==> config.mk <==
export PLATFORM = sky130hd
export DESIGN_NAME = ssg_tone_bank_flat
export DESIGN_NICKNAME = d
export VERILOG_FILES = /design/src/rtl/ssg_pkg.sv /design/src/rtl/ssg_tone_bank_if.sv /design/src/rtl/ssg_tone_channel.sv /design/src/rtl/ssg_tone_bank.sv /design/src/flat_wrapper.sv
export SDC_FILE = /design/constraint.sdc
export NUM_CORES = 1
export LEC_CHECK = 0
export CORE_AREA = 2 2 135 137
export CTS_CLUSTER_SIZE = 20
export DETAILED_ROUTE_END_ITERATION = 16
export DIE_AREA = 0 0 137 139
export GPL_ROUTABILITY_DRIVEN = 1
export PLACE_DENSITY = 0.75
export SETUP_SLACK_MARGIN = 0.1
export SYNTH_ARGS = -nofsm -noshare
export SYNTH_HDL_FRONTEND = slang
export SYNTH_SLANG_ARGS = --single-unit
==> constraint.sdc <==
create_clock -name clk -period 3.9 [get_ports clk]
set_input_delay 0.78 -clock clk [delete_from_list [all_inputs] [get_ports clk]]
set_output_delay 0.78 -clock clk [all_outputs]
set_load 0.01 [all_outputs]
==> src/rtl/ssg_pkg.sv <==
// SSG tone bank shared definitions.
// Log DAC table, register offsets, LFSR constants and summer states.
package ssg_pkg;

  // ~1.5 dB per step, index 15 is full scale
  localparam logic [15:0][7:0] DAC_LUT = {
    8'd255, 8'd215, 8'd181, 8'd152,
    8'd128, 8'd108, 8'd90,  8'd76,
    8'd64,  8'd54,  8'd45,  8'd38,
    8'd32,  8'd27,  8'd23,  8'd0
  };

  localparam logic [1:0] REG_PLO = 2'd0;
  localparam logic [1:0] REG_PHI = 2'd1;
  localparam logic [1:0] REG_VOL = 2'd2;
  localparam logic [1:0] REG_MIX = 2'd3;

  localparam logic [16:0] LFSR_SEED = 17'h00001;
  localparam int LFSR_TAP_A = 0;
  localparam int LFSR_TAP_B = 3;

  typedef enum logic [1:0] {
    SUM_IDLE,
    SUM_ACC,
    SUM_DONE
  } sum_state_e;

  typedef struct packed {
    logic       env_sel;
    logic [3:0] vol;
  } vol_reg_t;

  typedef struct packed {
    logic noise_dis;
    logic tone_dis;
  } mix_reg_t;

  function automatic logic [16:0] lfsr_next(
    input logic [16:0] s
  );
    return {s[LFSR_TAP_A] ^ s[LFSR_TAP_B], s[16:1]};
  endfunction

endpackage

==> src/rtl/ssg_tone_bank_if.sv <==
// Register bus between the SSG decoder and the tone bank.
// Master drives strobes/address/data; slave returns read data.
interface ssg_tone_bank_if #(
  parameter int ADDR_W = 5
);
  logic              reg_wr;
  logic              reg_rd;
  logic [ADDR_W-1:0] reg_addr;
  logic [7:0]        reg_wdata;
  logic [7:0]        reg_rdata;
  logic              reg_rdata_en;

  modport master (
    output reg_wr,
    output reg_rd,
    output reg_addr,
    output reg_wdata,
    input  reg_rdata,
    input  reg_rdata_en
  );

  modport slave (
    input  reg_wr,
    input  reg_rd,
    input  reg_addr,
    input  reg_wdata,
    output reg_rdata,
    output reg_rdata_en
  );
endinterface

==> src/rtl/ssg_tone_channel.sv <==
// One square-wave tone channel.
// Holds the period register, tick counter and tone flip-flop.
module ssg_tone_channel
  import ssg_pkg::*;
#(
  parameter int PERIOD_W = 12
) (
  input  logic                clk,
  input  logic                reset,
  input  logic                tick_i,
  input  logic                wr_lo_i,
  input  logic                wr_hi_i,
  input  logic [7:0]          wdata_i,
  output logic [PERIOD_W-1:0] period_o,
  output logic                tone_o
);

  logic [PERIOD_W-1:0] period_q;
  logic [PERIOD_W-1:0] cnt_q;
  logic [PERIOD_W-1:0] limit;
  logic                tone_q;

  // period 0 behaves as 1; compare avoids wrap on shrink
  assign limit = (period_q == '0) ? '0
               : period_q - 1'b1;

  always_ff @(posedge clk) begin
    if (reset) begin
      period_q <= '0;
      cnt_q    <= '0;
      tone_q   <= 1'b0;
    end else begin
      if (wr_lo_i)
        period_q[7:0] <= wdata_i;
      if (wr_hi_i)
        period_q[PERIOD_W-1:8] <= wdata_i[PERIOD_W-9:0];
      if (tick_i) begin
        if (cnt_q >= limit) begin
          cnt_q  <= '0;
          tone_q <= ~tone_q;
        end else begin
          cnt_q  <= cnt_q + 1'b1;
        end
      end
    end
  end

  assign period_o = period_q;
  assign tone_o   = tone_q;

endmodule

==> src/rtl/ssg_tone_bank.sv <==
// NUM_CH-channel SSG tone/noise bank with mixer and
// time-multiplexed log-DAC summer.
module ssg_tone_bank
  import ssg_pkg::*;
#(
  parameter int NUM_CH   = 3,
  parameter int PERIOD_W = 12,
  parameter int PRESCALE = 96,
  parameter int ADDR_W   = 5,
  parameter int OUT_W    = 10
) (
  input  logic             clk,
  input  logic             reset,
  input  logic             enable,
  ssg_tone_bank_if.slave   bus,
  input  logic [3:0]       env_level,
  output logic [OUT_W-1:0] sound_out
);

  localparam int CH_W  = (NUM_CH > 1) ? $clog2(NUM_CH) : 1;
  localparam int PRE_W = (PRESCALE > 1) ? $clog2(PRESCALE) : 1;
  localparam logic [ADDR_W-1:0] NOISE_ADDR = ADDR_W'(4 * NUM_CH);

  logic [PRE_W-1:0] pre_q;
  logic             tick;
  logic [4:0]       nper_q;
  logic [4:0]       ncnt_q;
  logic [4:0]       nlimit;
  logic             half_q;
  logic [16:0]      lfsr_q;
  logic             noise;

  vol_reg_t vol_q [NUM_CH];
  mix_reg_t mix_q [NUM_CH];

  logic [PERIOD_W-1:0] period_w [NUM_CH];
  logic                tone_w   [NUM_CH];
  logic [3:0]          level_w  [NUM_CH];

  logic [7:0] rdata_d;
  logic [7:0] rdata_q;
  logic       rdata_en_q;

  sum_state_e       state_q;
  logic [CH_W-1:0]  idx_q;
  logic [OUT_W-1:0] acc_q;
  logic [OUT_W-1:0] sound_q;

  logic              in_ch;
  logic [ADDR_W-3:0] ch_sel;
  logic [1:0]        off;

  assign off    = bus.reg_addr[1:0];
  assign ch_sel = bus.reg_addr[ADDR_W-1:2];
  assign in_ch  = bus.reg_addr < NOISE_ADDR;

  assign tick  = enable && (pre_q == PRE_W'(PRESCALE - 1));
  assign noise = lfsr_q[0];

  for (genvar c = 0; c < NUM_CH; c++) begin : g_ch
    logic hit;
    logic out;

    assign hit = bus.reg_wr && in_ch
              && (ch_sel == (ADDR_W-2)'(c));

    ssg_tone_channel #(
      .PERIOD_W (PERIOD_W)
    ) u_ch (
      .clk      (clk),
      .reset    (reset),
      .tick_i   (tick),
      .wr_lo_i  (hit && (off == REG_PLO)),
      .wr_hi_i  (hit && (off == REG_PHI)),
      .wdata_i  (bus.reg_wdata),
      .period_o (period_w[c]),
      .tone_o   (tone_w[c])
    );

    assign out = (tone_w[c] | mix_q[c].tone_dis)
               & (noise | mix_q[c].noise_dis);
    assign level_w[c] = !out ? 4'd0
                      : vol_q[c].env_sel ? env_level
                      : vol_q[c].vol;
  end

  always_comb begin
    rdata_d = 8'hFF;
    for (int c = 0; c < NUM_CH; c++) begin
      if (in_ch && (ch_sel == (ADDR_W-2)'(c))) begin
        unique case (off)
          REG_PLO: rdata_d = period_w[c][7:0];
          REG_PHI: rdata_d = 8'(period_w[c] >> 8);
          REG_VOL: rdata_d = {3'b0, vol_q[c]};
          REG_MIX: rdata_d = {6'b0, mix_q[c]};
          default: rdata_d = 8'hFF;
        endcase
      end
    end
    if (bus.reg_addr == NOISE_ADDR)
      rdata_d = {3'b0, nper_q};
  end

  // reads sample pre-write state when rd and wr collide
  always_ff @(posedge clk) begin
    if (reset) begin
      for (int c = 0; c < NUM_CH; c++) begin
        vol_q[c] <= '0;
        mix_q[c] <= '0;
      end
      nper_q     <= '0;
      rdata_q    <= '0;
      rdata_en_q <= 1'b0;
    end else begin
      rdata_en_q <= bus.reg_rd;
      if (bus.reg_rd)
        rdata_q <= rdata_d;
      if (bus.reg_wr) begin
        for (int c = 0; c < NUM_CH; c++) begin
          if (in_ch && (ch_sel == (ADDR_W-2)'(c))) begin
            if (off == REG_VOL)
              vol_q[c] <= vol_reg_t'(bus.reg_wdata[4:0]);
            if (off == REG_MIX)
              mix_q[c] <= mix_reg_t'(bus.reg_wdata[1:0]);
          end
        end
        if (bus.reg_addr == NOISE_ADDR)
          nper_q <= bus.reg_wdata[4:0];
      end
    end
  end

  assign nlimit = (nper_q == 5'd0) ? 5'd0
                : nper_q - 5'd1;

  always_ff @(posedge clk) begin
    if (reset) begin
      pre_q  <= '0;
      ncnt_q <= '0;
      half_q <= 1'b0;
      lfsr_q <= LFSR_SEED;
    end else begin
      if (enable)
        pre_q <= (pre_q == PRE_W'(PRESCALE - 1)) ? '0
               : pre_q + 1'b1;
      if (tick) begin
        if (ncnt_q >= nlimit) begin
          ncnt_q <= '0;
          half_q <= ~half_q;
          if (!half_q)
            lfsr_q <= lfsr_next(lfsr_q);
        end else begin
          ncnt_q <= ncnt_q + 5'd1;
        end
      end
    end
  end

  always_ff @(posedge clk) begin
    if (reset) begin
      state_q <= SUM_IDLE;
      idx_q   <= '0;
      acc_q   <= '0;
      sound_q <= '0;
    end else begin
      unique case (state_q)
        SUM_IDLE: begin
          if (tick) begin
            state_q <= SUM_ACC;
            idx_q   <= '0;
          end
        end
        SUM_ACC: begin
          acc_q <= acc_q
                 + OUT_W'(DAC_LUT[level_w[idx_q]]);
          if (idx_q == CH_W'(NUM_CH - 1))
            state_q <= SUM_DONE;
          else
            idx_q <= idx_q + 1'b1;
        end
        SUM_DONE: begin
          sound_q <= acc_q;
          acc_q   <= '0;
          state_q <= SUM_IDLE;
        end
        default: state_q <= SUM_IDLE;
      endcase
    end
  end

  assign bus.reg_rdata    = rdata_q;
  assign bus.reg_rdata_en = rdata_en_q;
  assign sound_out        = sound_q;

endmodule

==> src/flat_wrapper.sv <==
// flat-port wrapper written by rule: the top's interface ports become plain ports
module ssg_tone_bank_flat import ssg_pkg::*;
#(
  parameter int NUM_CH   = 3,
  parameter int PERIOD_W = 12,
  parameter int PRESCALE = 96,
  parameter int ADDR_W   = 5,
  parameter int OUT_W    = 10
)
  (clk, reset, enable, env_level, sound_out, bus_reg_wr, bus_reg_rd, bus_reg_addr, bus_reg_wdata, bus_reg_rdata, bus_reg_rdata_en);
  ssg_tone_bank_if #(.ADDR_W(ADDR_W)) bus_i ();
  input  logic clk;
  input  logic reset;
  input  logic enable;
  input  logic [3:0] env_level;
  output logic [OUT_W-1:0] sound_out;
  input wire logic [$bits(bus_i.reg_wr)-1:0] bus_reg_wr;
  input wire logic [$bits(bus_i.reg_rd)-1:0] bus_reg_rd;
  input wire logic [$bits(bus_i.reg_addr)-1:0] bus_reg_addr;
  input wire logic [$bits(bus_i.reg_wdata)-1:0] bus_reg_wdata;
  output wire logic [$bits(bus_i.reg_rdata)-1:0] bus_reg_rdata;
  output wire logic [$bits(bus_i.reg_rdata_en)-1:0] bus_reg_rdata_en;
  assign bus_i.reg_wr = bus_reg_wr;
  assign bus_i.reg_rd = bus_reg_rd;
  assign bus_i.reg_addr = bus_reg_addr;
  assign bus_i.reg_wdata = bus_reg_wdata;
  assign bus_reg_rdata = bus_i.reg_rdata;
  assign bus_reg_rdata_en = bus_i.reg_rdata_en;
  ssg_tone_bank #(.NUM_CH(NUM_CH), .PERIOD_W(PERIOD_W), .PRESCALE(PRESCALE), .ADDR_W(ADDR_W), .OUT_W(OUT_W)) u_core (.clk(clk), .reset(reset), .enable(enable), .bus(bus_i), .env_level(env_level), .sound_out(sound_out));
endmodule
# ---- Word level (Yosys, flattened, before mapping)
# Memories as Yosys holds them, arrays and structs flattened.
# Cells that the tools add are included.
dict set report totals {
  rom_bits 128
  in_bits 22
  out_inout_bits 19
  memories 3
  ramBits 21
  register_bits 143
  elab_cells 176
}
# name words word_bits read_ports rd_clocked_by_memory_dff wr line_no
set mem_list {}
lappend mem_list {{(no name shown)} 16 8 1 0 0 ssg_tone_bank.sv:175} ;# + OUT_W'(DAC_LUT[level_w[idx_q]]);
lappend mem_list {u_core.vol_q 3 5 3 0 3 ssg_tone_bank.sv:33} ;# vol_reg_t vol_q [NUM_CH];
lappend mem_list {u_core.mix_q 3 2 3 0 3 ssg_tone_bank.sv:34} ;# mix_reg_t mix_q [NUM_CH];
dict set report classes {
  add_sub_neg 11
  n_bitwise 21
  n_lt_le_gt_ge 7
  eq_ne 13
  reduce_logical 31
  n_mux 67
}
# cell n
set op_table {}
lappend op_table {{one-hot mux 8 bit (4 select lines)} 3}
lappend op_table {{2-to-1 mux 12 bit} 6}
lappend op_table {{2-to-1 mux 8 bit} 5}
lappend op_table {{adder 12 x 1 -> 12 bit, second input constant} 3}
lappend op_table {{greater-or-equal comparator 12 bit} 3}
lappend op_table {{logical NOT 12 bit} 3}
lappend op_table {{subtractor 12 x 1 -> 12 bit, second input constant} 3}
lappend op_table {{2-to-1 mux 4 bit} 8}
lappend op_table {{2-to-1 mux 1 bit} 28}
lappend op_table {{2-to-1 mux 5 bit} 5}
lappend op_table {{one-hot mux 10 bit (2 select lines)} 1}
lappend op_table {{logical AND 1 bit} 14}
lappend op_table {{2-to-1 mux 2 bit} 7}
lappend op_table {{bitwise OR 1 bit} 12}
lappend op_table {{AND reduction 2 bit} 6}
lappend op_table {{adder 10 x 8 -> 10 bit} 1}
lappend op_table {{binary-select mux 4 bit (select 2 bit)} 1}
lappend op_table {{== test 2 bit, second input constant} 4}
lappend op_table {{one-hot mux 2 bit (2 select lines)} 2}
lappend op_table {{adder 7 x 1 -> 7 bit, second input constant} 1}
lappend op_table {{== test 7 bit, second input constant} 1}
lappend op_table {{2-to-1 mux 7 bit} 1}
lappend op_table {{AND reduction 3 bit} 2}
lappend op_table {{adder 5 x 1 -> 5 bit, second input constant} 1}
lappend op_table {{other kinds (20)} 29}

# ---- Logic depth before layout (Yosys ltp)
dict set report logic_depth {
  ltp_word 10
  ltp_mapped 17
  ltp_nobuf 17
}

# ---- By module
# From an unflattened synthesis, not the netlist that was laid out.
dict set report unflattened {
  cells_unflattened 1109
  hier_area_um2 9820.7
}
# mod seq_area_each_um2 cells_each instances area_each_um2
set by_module_without_submodules {}
lappend by_module_without_submodules {ssg_tone_bank 1991.9 557 1 5121.2}
lappend by_module_without_submodules {ssg_tone_channel 500.5 184 3 1566.5}

# ---- Least setup slack after synthesis
# OpenSTA, ideal clock, no wires.
dict set report synth_path {
  path_kind {input to register}
  startpoint {input port env_level[1]}
  endpoint {register u_core.acc_q[8]}
  t_required_ns 3.805
  n_path_buf 0
  slack_ns -0.147
  cell_stages 16
  setup_ns 0.095
  arrival_time_ns 3.951
  cell_sequence {mux2_2 -> a222oi_1 -> inv_1 -> ha_1 -> nand2b_1 -> o21ai_1 -> mux2_2 -> ha_1 -> inv_1 -> fa_1 -> nor2b_1 -> o21ai_0 -> a21o_1 -> a21oi_1 -> or3b_2 -> a221oi_1}
}
dict set report synth_via {
  elab_chain_cells 9
  word_cells_on_any_way 13
  classes_between {add/sub: 1; mux: 11; memory: 1}
}
# element line_no
set synth_rtl {}
lappend synth_rtl {{start, declared} flat_wrapper.sv:15} ;# input logic [3:0] env_level;
lappend synth_rtl {{2-to-1 mux 4 bit} ssg_tone_bank.sv:83} ;# : vol_q[c].env_sel ? env_level
lappend synth_rtl {{2-to-1 mux 4 bit} ssg_tone_bank.sv:82} ;# assign level_w[c] = !out ? 4'd0
lappend synth_rtl {{binary-select mux 4 bit (select 2 bit) (*)} ssg_tone_bank.sv:175}
lappend synth_rtl {{2-to-1 mux 4 bit (not written as such) (*) (2 in a row)} ssg_tone_bank.sv:175}
lappend synth_rtl {{memory (16 x 8 bit) (*)} -}
lappend synth_rtl {{2-to-1 mux 8 bit (not written as such) (*)} ssg_tone_bank.sv:175}
lappend synth_rtl {{adder 10 x 8 -> 10 bit (*)} ssg_tone_bank.sv:175}
lappend synth_rtl {{one-hot mux 10 bit (2 select lines) (*)} ssg_tone_bank.sv:166} ;# unique case (state_q)
lappend synth_rtl {{end signal, assigned} ssg_tone_bank.sv:174} ;# acc_q <= acc_q
lappend synth_rtl {{end, declared} ssg_tone_bank.sv:46} ;# logic [OUT_W-1:0] acc_q;
# Mark *: on every way between the ends. The rest lies on a longest branch, timed or not. The select of a mux whose other input is x is not followed.
# A chain may end at the register's enable or synchronous reset.

==> reports/summary.txt <==
Final WL: 22.6 mm
Starting Density: 0.535
Area delta synth->final: 17.5%
Row cnt: 49
Final Max Tran Viols: 0
Hold WS: 0.466 ns
CTS tree: built
Skew-Pair Late Insertion Delay: 0.43 ns
Overall power: 0.00410 W
Worst Path Required: 4.25 ns
Total of fill cells in the finished design: 1480
Mapped Cells: 1055
# port buffers: 40
Largest net degree at the start of global routing: 78
Layout cells sized above 1: 0.121
Worst min-delay path class: reg2reg
Peak VDD IR: 315 uV
Synth unique cells: 66
First-pass GRT wire length: 37.1 mm
Final hold violations: 0
Drt drc: 0
Post-route minimum period: 3.76 ns
Synth Warn #: 0
Initial antenna violation count: 1
Setup CP Type: reg2reg
Synth Flop Type: dfxtp_1
Design Area, Final: 11100 um2
PD cells: 369 nW/um2
Root buf cell: clkbuf_16
Core ar.: 17700 um2
EDFF count, synth: 21
Crit path max fanout: 4
N_diodes: 0
Slowest stage delay, CP: 0.43 ns
WP buf/inv: 3
Crit end category: flop
Routed Antenna Nets: 0
Vias in the first global route: 7517
Drt wl/cell: 16.6 um
I/O pin count: 41
Clock Sinks: 164
Layout Skew: 0.00671 ns
Post-Layout Cell Count: 1363
Top Family by Delay on Critical Path: compound AO/OA/AOI/OAI gates
Dpl hpwl: 16.0 mm
Most frequent cells in the layout: 142 x dfxtp_1, 131 x nor2_1, 103 x nand2_1, 77 x mux2i_1, 68 x ha_1
Routability cong.: 0.876
F_max: 266 MHz
Avg Inst Size Synth: 8.95 um2
Most common cell after layout, fill and taps aside: dfxtp_1
Run status: complete, no violations
Vias per cell: 5.81
Crit path cell chain: o22ai_2 -> nor3_2 -> buf_4 -> a222oi_1 -> inv_1 -> ha_4 -> nand2b_4 -> o21ai_1 -> mux2_4 -> ha_4 -> inv_2 -> fa_2 -> nor2b_1 -> o21ai_1 -> a21o_1 -> a21oi_2 -> or3b_4 -> a221oi_2
Slowest stage cell, crit path: a222oi_1
Leak: 4.62 nW
Least-Margin Pin Slew: 0.938 ns
Fin crit share: 0.965
Die X: 137 um
GR Util All Layers: 0.244
Dpl cells: 1320
CTS buffer count: 17
Total gr overflow: 0
Final setup violation count: 0
Flip-flop and latch count after synthesis: 164
Clk buf depth: 2
Setup TNS: 0 ns
Die height: 139 um
Reg clk slew, reported paths: 0.06 ns
CP arrival: 4.11 ns
Nets@finish: 1215
DR pass1 iterations: 6
Via count: 7924
Seq/Total Area, Yosys: 0.370
RSZ-0062 raised after global routing: no
Synth async-reset ratio: 0
Dpl cell area: 10300 um2
H-tree level count: 4
Max-Cap Viols: 0
Slew margin rel.: 0.375
CP Launch Type: flop
Mapped Area: 9440 um2
Die area: 19000 um2
Initial DRC count: 557
Net Count, Synth: 1149
## final cells by class
type,count,area [um2],share of cell area
Timing Repair Buffer,96,820,0.0739
Tap cell,229,287,0.0258
Multi-Input combinational cell,816,5740,0.517
Inverter,26,97.6,0.00879
Clock inverter,12,200,0.0180
Clock buffer,20,457,0.0412
Sequential cell,164,3490,0.315
## report_power, final
group / total, W / internal [W] / switching, W
logic: 0.000462 / 0.000208 / 0.000254
registers: 0.00176 / 0.00173 / 0.0000236
clock network: 0.00188 / 0.00117 / 0.000703
total: 0.00410 / 0.00312 / 0.000980
## timing repair
action,in CTS,in global routing
pin swaps,4,10
buffers inserted,4,7
setup endpoints to repair,2,15
gates cloned,0,0
hold buffers,0,0
gates resized for setup,3,13
## path summary, 6_finish.rpt
path | slack (ns) | cells past startpoint | end | start
max | 0.14 | 18 | u_core.acc_q[8] | u_core.mix_q[0][2]
min | 0.47 | 2 | u_core.lfsr_q[1] | u_core.lfsr_q[1]
max reg2reg | 0.14 | 18 | u_core.acc_q[8] | u_core.mix_q[0][2]
min reg2reg | 0.47 | 2 | u_core.lfsr_q[1] | u_core.lfsr_q[1]
## sequential cells by signal, indices dropped and copies added (netlist names), 6 cells and up
name	cells
u_core.acc_q	10
u_core.lfsr_q	17
u_core.vol_q	15
u_core.pre_q	7
u_core.g_ch.u_ch.cnt_q	36
u_core.sound_out	10
u_core.mix_q	6
u_core.bus.reg_rdata	8
u_core.g_ch.u_ch.period_o	36
## metrics by stage
stage                     utilization  setup WS, ns
final                           0.628         0.138
after global routing            0.628        0.0150
after CTS                       0.623         0.123
after detailed placement        0.583        -0.392
after global placement          0.583        -0.318
after floorplan                     -        0.0465
## kinds of logic after synthesis
logic type,synth area share
flops,0.370
compound gates,0.117
simple gates,0.203
mux,0.123
buf+inv,0.0321
xor+xnor,0.0584
fa+ha+maj,0.0962
## layer usage
metal	GRT usage	vias to the layer above	wire (um)
met4	0.0781	2	544
met3	0.0523	44	1260
met2	0.406	208	10700
met1	0.314	3756	10100
li1	-	3914	-
met5	0	-	7
## tightest hold or removal path: stages (launching register included)
cell and delay (ns):
dfxtp_1 0.31, nand2_1 0.05, mux2i_1 0.05
## cells in the mapped netlist, drive strengths merged (12+ instances only)
| cell | number | area [um2] |
|---|---|---|
| inv | 25 | 93.8 |
| nor2b | 13 | 81.3 |
| nand4 | 13 | 81.3 |
| dfxtp | 143 | 2860 |
| a21oi | 58 | 290 |
| nor2 | 132 | 495 |
| nor4 | 14 | 87.6 |
| xor2 | 50 | 438 |
| clkbuf | 30 | 115 |
| mux2i | 77 | 771 |
| nand2b | 12 | 75.1 |
| edfxtp | 21 | 631 |
| nor3 | 26 | 135 |
| buf | 19 | 90.1 |
| nand3 | 36 | 185 |
| o21ai | 41 | 205 |
| and2 | 14 | 87.6 |
| xnor2 | 13 | 114 |
| nand2 | 103 | 387 |
| mux2 | 18 | 206 |
| a211oi | 18 | 135 |
| ha | 71 | 888 |
Power figures use the tool's default switching activity.
